<file path="config.mk">
export PLATFORM = sky130hd
export DESIGN_NAME = matmul_sequencer
export DESIGN_NICKNAME = d
export VERILOG_FILES = /design/src/rtl/matmul_sequencer.sv
export SDC_FILE = /design/constraint.sdc
export NUM_CORES = 1
export LEC_CHECK = 0
export CORE_UTILIZATION = 52
export CTS_CLUSTER_DIAMETER = 40
export DETAILED_ROUTE_END_ITERATION = 10
export PLACE_DENSITY_LB_ADDON = 0.2
export SLEW_MARGIN = 0
export SYNTH_ARGS = -nofsm -noshare
export SYNTH_HDL_FRONTEND = slang
export SYNTH_SLANG_ARGS = --single-unit
</file>
<file path="constraint.sdc">
create_clock -name clk -period 6.7 [get_ports clk]
set_clock_uncertainty 0.1 [all_clocks]
set_input_delay 1.005 -clock clk [delete_from_list [all_inputs] [get_ports clk]]
set_output_delay 1.005 -clock clk [all_outputs]
set_load 0.05 [all_outputs]
</file>
<file path="src/rtl/matmul_sequencer.sv">
// Multi-cycle sequencer for the 2x2 matrix-multiply instruction: reads A/B from the
// register file, runs one MAC datapath, writes C to data memory. Optional build macro: MATMUL_SAT_EN.
module matmul_sequencer (
  input  logic       clk,
  input  logic       reset,
  input  logic       start,
  input  logic [7:0] base_addr,
  output logic [2:0] rd_addr1,
  output logic [2:0] rd_addr2,
  input  logic [7:0] rd_data1,
  input  logic [7:0] rd_data2,
  output logic       mem_we,
  output logic [7:0] mem_addr,
  output logic [7:0] mem_wdata,
  output logic       stall,
  output logic       done
);

  typedef enum logic [2:0] {
    IDLE  = 3'd0,
    MUL0  = 3'd1,
    MUL1  = 3'd2,
    WRITE = 3'd3,
    DONE  = 3'd4
  } state_t;

  state_t      state, state_nxt;
  logic [1:0]  n;      // element index, n = 2i + j
  logic [7:0]  base;
  logic [16:0] acc;
  logic [15:0] prod;
  logic [7:0]  result;

  assign prod = 16'(rd_data1) * 16'(rd_data2);

`ifdef MATMUL_SAT_EN
  assign result = (acc > 17'd255) ? 8'hFF : acc[7:0];
`else
  assign result = acc[7:0];
`endif

  // NOTE: sequential state uses non-blocking assignments so every register samples pre-edge values.
  always_ff @(posedge clk) begin
    if (reset) begin
      state <= IDLE;
      n     <= 2'd0;
      base  <= 8'd0;
      acc   <= 17'd0;
    end else begin
      state <= state_nxt;
      case (state)
        IDLE: if (start) begin
          n    <= 2'd0;
          base <= base_addr;
          acc  <= 17'd0;
        end
        MUL0:  acc <= {1'b0, prod};
        MUL1:  acc <= acc + {1'b0, prod};
        WRITE: if (n != 2'd3) n <= n + 2'd1;
        default: ;
      endcase
    end
  end

  // NOTE: every combinational output gets a default first, so no path can infer a latch.
  always_comb begin
    state_nxt = state;
    stall     = 1'b0;
    rd_addr1  = 3'd0;
    rd_addr2  = 3'd0;
    mem_we    = 1'b0;
    mem_addr  = 8'd0;
    mem_wdata = 8'd0;
    done      = 1'b0;
    case (state)
      IDLE: if (start) begin
        stall     = 1'b1;
        state_nxt = MUL0;
      end
      MUL0: begin
        stall     = 1'b1;
        rd_addr1  = {1'b0, n[1], 1'b0};   // a_i0
        rd_addr2  = {2'b10, n[0]};        // b_0j
        state_nxt = MUL1;
      end
      MUL1: begin
        stall     = 1'b1;
        rd_addr1  = {1'b0, n[1], 1'b1};   // a_i1
        rd_addr2  = {2'b11, n[0]};        // b_1j
        state_nxt = WRITE;
      end
      WRITE: begin
        stall     = 1'b1;
        mem_we    = 1'b1;
        mem_addr  = base + {6'd0, n};
        mem_wdata = result;
        state_nxt = (n == 2'd3) ? DONE : MUL0;
      end
      DONE: begin
        done      = 1'b1;
        state_nxt = IDLE;
      end
      default: state_nxt = IDLE;
    endcase
  end

endmodule

</file>
==> results.cfg <==
[clocking]
hold_buffers = 0
htreeDepth = 1
clockBufferDepth = 2
numCtsBuffers = 3
path_clk_slew_ps = 90
postCtsSetupBuffers = 0
cts_resized = 0
worst_skew_pair.late_latency_ps = 270
cts_tree = done
root_buffer = clkbuf_8
clock_sinks = 21

[cells_and_area]
syn_to_final_growth_pct = 24.4
layoutNonFillerInstCount = 388
layout-drive-gt1-share_pct = 2.68
antenna_cells = 0
final_nets = 404
n_fill_cell = 394

[yosys]
async_flop_share_pct = 0
ys.flop_type = dfxtp_1
synth.distinct_cells = 45
yosys_warnings = 0
synth_nets = 357
synth_edf_count = 0
synth_top_area_cell = dfxtp_1
synth_top_area_share_pct = 17.7
synthTopCellsByArea = dfxtp_1, ha_1, fa_1
synth_seq_area_share_pct = 17.7
netlist_area_um2 = 2380
ys_ff_latch = 21
syn_area_per_cell_um2 = 8.21
netlist_instances = 290

[detailed_routing]
drt_iter0_drc = 141
ant_nets = 0
num_vias = 2121
wirelength_um = 5370
drt-vias-per-instance = 5.47
drt-pass1-iter-count = 5
wl_per_cell_um = 13.8
remaining_drc_errors = 0

[power]
power.switching_uw = 242
sw_frac_of_total_pct = 41.6
ir_drop_mv = 0.118
p_int_uw = 340
p_per_area_nw_per_um2 = 197
clkPwrFrac_pct = 15.6
p_seq_share_pct = 25.7
leakage_uw = 0.00131
combPwrFrac_pct = 58.7

[place]
gp_congestion = 0.878
placed_cells = 384
portBuffers = 50
pre_cts_ws_ps = 650
dp_hpwl_um = 4220

[timing]
worstMarginPinSlew_ps = 873
fmax_ghz = 0.172
maxSlewHeadroom_pct = 41.6
fin_crit_ps = 5800
timing.final.ws_setup_ps = 900
slew_viol_final = 0
finalSetupTns_ps = 0
post-route-period-util_pct = 86.6
hold_viol = 0
rsz0062_at_grt = no
finalSetupViolCount = 0

[floorplan]
dieArea_um2 = 4850
pin_count = 52
rows = 24
die_x_um = 69.7
start_util_pct = 54.3
chipHeight_um = 69.7
core_um2 = 4380

[critical_path]
reg2regPathDepth = 7
crit_family = adder cells
reg2reg_to = acc[7]$_SDFFE_PP0P_
path_buf_inv = 3
path_cells = clkdlybuf4s50_1, and2_1, fa_1, inv_1, fa_1, fa_1, fa_1, inv_1, ha_1, xnor2_1, ha_1, nand2b_1, a2111oi_0, a21oi_1, and3_1, o311ai_0, a221oi_2
crit_fanout = 7
critPathRequiredTime_ps = 6720
r2r_slack_ps = 4310
critical_path.endpoint_type = register
critPathMaxStageDelay_ps = 550
critPathMostFrequentCell = fa_1
crit_type = input pin to register
slowest_stage = fa_1
rr_startpoint = acc[3]$_SDFFE_PP0P_
crit_arrival_ps = 5820
cp-start-kind = input pin

[min_path]
whs_path_depth = 2
worstHoldEndpoint = base[0]$_SDFFE_PP0P_
hold_class = register to register
hold_start = base[0]$_SDFFE_PP0P_

[grt]
grt-ovfl-total = 0
gr-usage-all-layers_pct = 23.0
grt_pass1_vias = 1971
grt_max_degree = 22
antenna_found_initial = 0
grt_pass1_wl_um = 9080

[status]
status = completed

[run]
maxCapViolCount = 0
-- cell usage in the layout, fill, tap and decap left out, types with 3 or more instances in the layout --
master           count
xnor2_1             13
and2_1              31
nand2_1             36
nor2b_1              4
xnor3_1              3
nand3_1              3
clkdlybuf4s50_1     50
a21o_1               5
inv_1               29
nor2_1              23
dfxtp_1             21
a21oi_1             16
o21a_1               3
xor2_1               8
nor3b_1              3
clkbuf_8             3
ha_1                26
a222oi_1             6
fa_1                14
-- worst max path at each step --
stage	slack, ps	startpoint	cells after the start	endpoint
6_report	900	rd_data1[1]	17	acc[7]$_SDFFE_PP0P_
5_1_grt	690	rd_data1[1]	17	acc[7]$_SDFFE_PP0P_
4_1_cts	930	rd_data1[0]	18	acc[7]$_SDFFE_PP0P_
3_5_place_dp	650	rd_data1[0]	18	acc[7]$_SDFFE_PP0P_
3_3_place_gp	800	rd_data1[0]	18	acc[7]$_SDFFE_PP0P_
2_1_floorplan	1540	rd_data2[4]	17	acc[7]$_SDFFE_PP0P_
-- flip-flops by register name, summed over array words and instances (netlist names) --
name / count
acc: 8
base: 8
n: 2
state: 3
-- tightest hold or removal path: stages, from the launching register on --
cell,delay [ps]
dfxtp_1,320
nand2_1,50
a21oi_1,50
-- per-layer routing --
metal / GRT usage [%] / wire length, µm / up-vias
met4: 6.00 / 48 / 0
met5: 0 / 0 / -
met3: 2.62 / 253 / 5
met1: 31.2 / 2500 / 992
met2: 38.7 / 2570 / 57
li1: - / - / 1067
-- cell type report --
cell class / count / area, µm² / share of cell area [%]
multi-input combinational: 229 / 1800 / 60.9
timing repair buffer: 52 / 515 / 17.4
sequential: 21 / 420 / 14.2
inverter: 30 / 113 / 3.80
tap: 52 / 65.1 / 2.20
clock buffer: 4 / 45.0 / 1.52
-- stage by stage --
stage / cell area [µm²] / hold slack [ps] / total power, µW / utilization, %
2_1_floorplan: 2380 / 340 / 413 / -
3_3_place_gp: 2920 / 347 / 482 / 66.5
3_5_place_dp: 2920 / 353 / 493 / 66.5
4_1_cts: 2960 / 364 / 583 / 67.5
5_1_grt: 2960 / 388 / 631 / 67.5
6_report: 2960 / 364 / 582 / 67.5
-- synthesized netlist by cell type (2+ instances only) --
| library cell | number |
|---|---|
| inv_1 | 29 |
| nand3_1 | 3 |
| nor2_1 | 23 |
| a21oi_1 | 16 |
| a222oi_1 | 6 |
| a2111oi_0 | 2 |
| nor2b_1 | 4 |
| xnor3_1 | 3 |
| buf_4 | 2 |
| o21ai_0 | 2 |
| xnor2_1 | 13 |
| o21a_1 | 3 |
| nor3b_1 | 3 |
| xor2_1 | 8 |
| nand2b_1 | 2 |
| nor3_1 | 2 |
| o211ai_1 | 2 |
| nand4_1 | 2 |
| nand3b_1 | 2 |
| o311ai_0 | 2 |
| dfxtp_1 | 21 |
| and2_1 | 31 |
| and3_1 | 2 |
| nand2_1 | 36 |
| ha_1 | 26 |
| clkbuf_1 | 8 |
| fa_1 | 14 |
| or4b_1 | 2 |
| a21o_1 | 5 |
-- cell families after synthesis --
| group | Yosys count | share of synthesized area [%] |
|---|---|---|
| compound gates | 44 | 13.0 |
| xor+xnor | 24 | 10.6 |
| fa+ha+maj | 40 | 25.4 |
| buf+inv | 40 | 6.62 |
| flops | 21 | 17.7 |
| mux | 1 | 0.421 |
| other cells | 1 | 0.158 |
| simple gates | 119 | 26.1 |
-- power by group through the flow --
stage,clock [µW],sequential (µW),combinational (µW)
5_1_grt,95.8,152,383
2_1_floorplan,0,147,266
4_1_cts,91.2,149,343
6_report,91.0,150,341
3_3_place_gp,0,152,330
3_5_place_dp,0,152,341
Power figures use the tool's default switching activity.
